`src/rtl/bram_arbiter.sv`:
```
// Shares the single BRAM port between CPU single-word accesses and video read bursts.
// Read data comes back one cycle after the grant and is tagged to the requester.
module bram_arbiter #(
  parameter int DEPTH = 24576
) (
  input  logic        clk,
  input  logic        rst,
  input  logic        cpu_req,
  input  logic        cpu_we,
  input  logic [3:0]  cpu_be,
  input  logic [14:0] cpu_adr,
  input  logic [31:0] cpu_wd,
  output logic        cpu_gnt,
  output logic        cpu_rvalid,
  output logic [31:0] cpu_rd,
  output logic        cpu_err,
  input  logic        vid_req,
  input  logic [14:0] vid_adr,
  input  logic [3:0]  vid_len,
  output logic        vid_rvalid,
  output logic [31:0] vid_rd,
  output logic        vid_done,
  output logic [14:0] adra,
  output logic [3:0]  bea,
  output logic        wea,
  output logic [31:0] wda,
  input  logic [31:0] rda
);

  typedef enum logic [1:0] {IDLE, VBURST, VDRAIN} state_e;

  localparam logic [15:0] DepthW = 16'(DEPTH);

  state_e      state_q, state_d;
  logic [14:0] vaddr_q, vaddr_d;
  logic [3:0]  vcnt_q, vcnt_d;
  logic        lastVid_q;
  logic        rdCpu_q, rdVid_q, rdOor_q, rdLast_q;
  logic [14:0] adra_q;

  logic cpuGnt, vidGnt;
  logic cpuOor, vidOor;
  logic vidDoneInFlight;

  assign cpuOor          = {1'b0, cpu_adr} >= DepthW;
  assign vidOor          = {1'b0, vaddr_q} >= DepthW;
  assign vidDoneInFlight = rdVid_q & rdLast_q;

  // State, burst counters and the one-deep read tag for the data returning next cycle.
  always_ff @(posedge clk or negedge rst) begin
    if (!rst) begin
      state_q   <= IDLE;
      vaddr_q   <= '0;
      vcnt_q    <= '0;
      lastVid_q <= 1'b0;
      rdCpu_q   <= 1'b0;
      rdVid_q   <= 1'b0;
      rdOor_q   <= 1'b0;
      rdLast_q  <= 1'b0;
      adra_q    <= '0;
    end else begin
      state_q   <= state_d;
      vaddr_q   <= vaddr_d;
      vcnt_q    <= vcnt_d;
      lastVid_q <= vidGnt;
      rdCpu_q   <= cpuGnt & ~cpu_we;
      rdVid_q   <= vidGnt;
      rdOor_q   <= cpuGnt ? cpuOor : vidOor;
      rdLast_q  <= vidGnt & (vcnt_q == 4'd0);
      adra_q    <= adra;
    end
  end

  // Grants are qualified by reset so an asserted reset silences the BRAM port at once.
  always_comb begin
    state_d = state_q;
    vaddr_d = vaddr_q;
    vcnt_d  = vcnt_q;
    cpuGnt  = 1'b0;
    vidGnt  = 1'b0;
    if (rst) begin
      case (state_q)
        IDLE: begin
          if (cpu_req) begin
            cpuGnt = 1'b1;
          end else if (vid_req && !vidDoneInFlight) begin
            vaddr_d = vid_adr;
            vcnt_d  = vid_len;
            state_d = VBURST;
          end
        end
        VBURST: begin
          if (cpu_req && lastVid_q) begin
            cpuGnt = 1'b1;
          end else begin
            vidGnt  = 1'b1;
            vaddr_d = vaddr_q + 15'd1;
            vcnt_d  = vcnt_q - 4'd1;
            if (vcnt_q == 4'd0) state_d = VDRAIN;
          end
        end
        VDRAIN: begin
          cpuGnt  = cpu_req;
          state_d = IDLE;
        end
        default: state_d = IDLE;
      endcase
    end
  end

  always_comb begin
    adra = adra_q;
    bea  = 4'b0000;
    wea  = 1'b0;
    wda  = 32'h0;
    if (cpuGnt) begin
      adra = cpu_adr;
      if (cpu_we) begin
        bea = cpu_be;
        wea = ~cpuOor;
        wda = cpu_wd;
      end
    end else if (vidGnt) begin
      adra = vaddr_q;
    end
    cpu_gnt    = cpuGnt;
    cpu_rvalid = rdCpu_q;
    cpu_rd     = (rdCpu_q && !rdOor_q) ? rda : 32'h0;
    cpu_err    = (cpuGnt & cpu_we & cpuOor) | (rdCpu_q & rdOor_q);
    vid_rvalid = rdVid_q;
    vid_rd     = (rdVid_q && !rdOor_q) ? rda : 32'h0;
    vid_done   = rdVid_q & rdLast_q;
  end

endmodule

```
`config.mk`:
```
export PLATFORM = sky130hd
export DESIGN_NAME = bram_arbiter
export DESIGN_NICKNAME = d
export VERILOG_FILES = /design/src/rtl/bram_arbiter.sv
export SDC_FILE = /design/constraint.sdc
export NUM_CORES = 1
export LEC_CHECK = 0
export BUFFER_PORTS_ARGS = -buffer_cell sky130_fd_sc_hd__buf_2
export CAP_MARGIN = 10
export CORE_MARGIN = 2
export CORE_UTILIZATION = 40
export CTS_CLUSTER_SIZE = 40
export DETAILED_ROUTE_END_ITERATION = 8
export PLACE_DENSITY = 0.91
export SYNTH_ARGS = -nofsm -noshare
export SYNTH_HDL_FRONTEND = slang
export SYNTH_SLANG_ARGS = --single-unit
```
`constraint.sdc`:
```
create_clock -name clk -period 2.2 [get_ports clk]
set_input_delay 0.11 -clock clk [delete_from_list [all_inputs] [get_ports clk]]
set_output_delay 0.11 -clock clk [all_outputs]
set_load 0.01 [all_outputs]
```
==> summary.md <==
| Metric | Value |
|---|---|
| Share of the yosys chip area belonging to registers | 34.1% |
| Grt ovf | 0 |
| Max Slew Vio Count | 0 |
| Ys Warns | 0 |
| Skew-Pair Late Insertion Delay | 0.30 ns |
| Startpoint Class | flop |
| Pleak | 2.52 nW |
| Die width | 89.6 um |
| Initial antenna violation count | 0 |
| Part of the power in registers | 31.4% |
| Std cell rows | 31 |
| Fill cells | 645 |
| TNS Setup | 0 ns |
| Arrival time of the worst setup path | 2.01 ns |
| Final Hold Viols | 0 |
| Post-route clock period utilization | 96.4% |
| Full die area | 8030 um^2 |
| Slowest CP cell | dfrtp_1 |
| Worst EP required | 2.09 ns |
| Number of I/O pins | 228 |
| DRT Pass-1 Iters | 5 |
| Crit path kind | reg -> out |
| Cell family with most CP delay | flip-flops |
| Switch Pwr | 1.95 mW |
| Reg2reg setup slack | 0.19 ns |
| Clk pin slew, worst setup/hold paths | 0.09 ns |
| Netlist cell types | 47 |
| Starting Density | 40.9% |
| Cell Area, Synth | 2930 um^2 |
| Synth top area cells | dfrtp_1 (34%), and2_1 (14%), and3_1 (8.1%) |
| Synth Register Bits | 40 |
| Most used flip-flop cell after synthesis | dfrtp_1 |
| Post-layout nets | 691 |
| Worst-margin pin slew | 0.614 ns |
| Initial DRC count | 248 |
| Achievable Freq | 472 MHz |
| Clk pwr share | 13.8% |
| Vias in the first global route | 3,157 |
| Leading area contributor after synthesis | dfrtp_1 |
| N_diodes | 0 |
| Combinational Power Share | 54.9% |
| Reg-to-reg startpoint | state_q[0] |
| Syn Area/Cell | 8.08 um^2 |
| GPL Wtd Cong | 0.941 |
| Via density per instance | 5.32 |
| Syn Nets | 472 |
| Worst-path maximum fanout | 18 |
| PD cells | 1020 nW/um^2 |
| Fin Clk Skew | 0.0155 ns |
| Die Ht | 89.6 um |
| Hold/Removal Path Class | in -> reg |
| RSZ-0062 raised after global routing | no |
| Post-synth EDFFs | 0 |
| Synth Instances | 363 |
| Core ar. | 7180 um^2 |
| Global-route usage over all layers | 25.6% |
| Peak VDD IR | 0.879 mV |
| Antenna viol nets, final | 0 |
| Min-delay src | cpu_adr[1] |
| Layout cells sized above 1 | 44.1% |
| Worst slew margin relative to its limit | 59.1% |
| Async SR Flop Fraction | 100% |
| CTS tree | done |
| DRC viols | 0 |
| Area share of the largest cell type after synthesis | 34.1% |
| Total of max-cap violations | 0 |
| Vias | 3,625 |
| Htree depth | 2 |
| Pint | 2.41 mW |
| CTS Buf Count | 5 |
| CTS sink count | 40 |
| Total Wirelength | 11,400 um |
| Final Power | 4.37 mW |
| Clk Tree Root Cell | clkbuf_8 |
| Port Buf Inserts | 227 |
| Area grow syn2layout | 46.2% |
| WL/cell | 16.7 um |
| First-pass GRT wire length | 15,600 um |
| Largest net degree at the start of global routing | 47 |
| Critical path buffer and inverter count | 2 |
| Final Setup Violations | 0 |
| Switching power share of the total | 44.7% |
| Minimum clock period | 2.12 ns |
| Clk buf depth | 2 |
| Post-detail-place hpwl | 8920 um |
| Setup crit start | state_q[0] |
| Status | finished, final reports clean |
| Cell Chain, Critical Path | and2b_1, nand3_1, buf_4, mux2i_1, o21ai_0, buf_2 |
| Critical path capture point type | output port |
| Crit-path max cell delay | 0.52 ns |
[timing repair]
action | in CTS | in global routing
buffers inserted | 0 | 1
endpoints found under the hold margin | 2 | 0
gates resized for setup | 0 | 0
endpoints found under the setup margin | 0 | 2
hold buffers | 1 | 0
[registers in the layout, summed over array words and instances (netlist names)]
signal      cells
state_q         2
rdOor_q         1
rdLast_q        1
cpu_rvalid      1
vcnt_q          4
vaddr_q        15
vid_rvalid      1
adra_q         15
[cells in the mapped netlist, types with 3 or more instances]
cell       n
and3_1    38
nand3_1    9
dfrtp_1   40
and2_1    65
a31oi_1    3
clkbuf_1  18
nand4_1    6
buf_2      5
a21oi_1   21
nor2b_1    3
o22ai_1    8
nand2b_1   4
buf_4      3
inv_1      7
mux2i_1   17
nor2_1     9
nand2_1   36
o21ai_0   33
[cell families after synthesis]
| kind of cell | Yosys count | share of synthesized area (%) |
|---|---|---|
| buf+inv | 37 | 5.89 |
| simple gates | 184 | 35.5 |
| fa+ha+maj | 2 | 0.853 |
| flops | 40 | 34.1 |
| mux | 17 | 5.80 |
| compound gates | 83 | 17.8 |
[power groups by stage]
stage	sequential (mW)	combinational, mW	clock [mW]
global route	1.41	2.63	0.635
detailed placement	1.37	2.36	0
finish	1.37	2.40	0.600
global placement	1.34	2.28	0
CTS	1.36	2.38	0.609
floorplan	1.26	1.59	0
[area by class of cell]
type                       count  area (um^2)  share of cell area, %
clock buffer                   6         72.6                   1.69
clock inverter                 2         35.0                  0.817
inverter                       8         30.0                  0.700
multi-input combinational    286         1770                   41.3
sequential                    40         1000                   23.3
tap                           99          124                   2.89
timing repair buffer         241         1260                   29.3
[path summary, 6_finish.rpt]
kind | depth (start not counted) | endpoint
max | 6 | adra[10]
max reg2reg | 5 | vaddr_q[5]
min | 3 | adra_q[1]
min reg2reg | 1 | vcnt_q[3]
max in group asynchronous | 3 | adra_q[9]
min in group asynchronous | 2 | state_q[0]
[metrics by stage]
step | worst slack, ns | cell area [um^2] | instances | hold slack, ns | util, %
6_report | 0.0793 | 4290 | 682 | 0.0463 | 59.8
5_1_grt | 0.00562 | 4290 | 682 | 0.0651 | 59.8
4_1_cts | 0.0908 | 4280 | 681 | 0.0436 | 59.7
3_5_place_dp | 0.311 | 4160 | 672 | -0.0521 | 58.0
3_3_place_gp | 0.420 | 4160 | 672 | -0.0576 | 58.0
2_1_floorplan | 0.516 | 2930 | 363 | -0.186 | -
[worst register-to-register path, cell delays in order (launching register included)]
cell	delay (ns)
dfrtp_1	0.57
nand2b_2	0.17
a221oi_4	0.61
buf_4	0.31
o22ai_1	0.11
a21oi_1	0.15
[routing by layer]
| layer | vias up | track usage, % | wire (um) |
|---|---|---|---|
| met5 | - | 0 | 0 |
| met4 | 0 | 6.51 | 170 |
| met3 | 19 | 5.03 | 1060 |
| met2 | 229 | 45.2 | 5700 |
| met1 | 1662 | 31.9 | 4430 |
| li1 | 1715 | - | - |
[layout by cell type (no fill, tap or decap), types with 2 or more instances in the layout]
master	n
a21oi_1	20
a221o_1	2
a31oi_1	3
and2_1	65
and3_1	38
buf_2	227
buf_4	12
clkbuf_8	5
dfrtp_1	40
ha_1	2
inv_1	7
mux2i_1	17
nand2_1	36
nand2b_1	4
nand3_1	9
nand4_1	6
nor2_1	9
nor2b_1	3
nor3_1	2
nor4_1	2
o21ai_0	33
o22ai_1	8
o32ai_1	2
o41ai_1	2
or2_2	2
or3_1	2
Note: power is estimated with default switching activity, not from simulation.
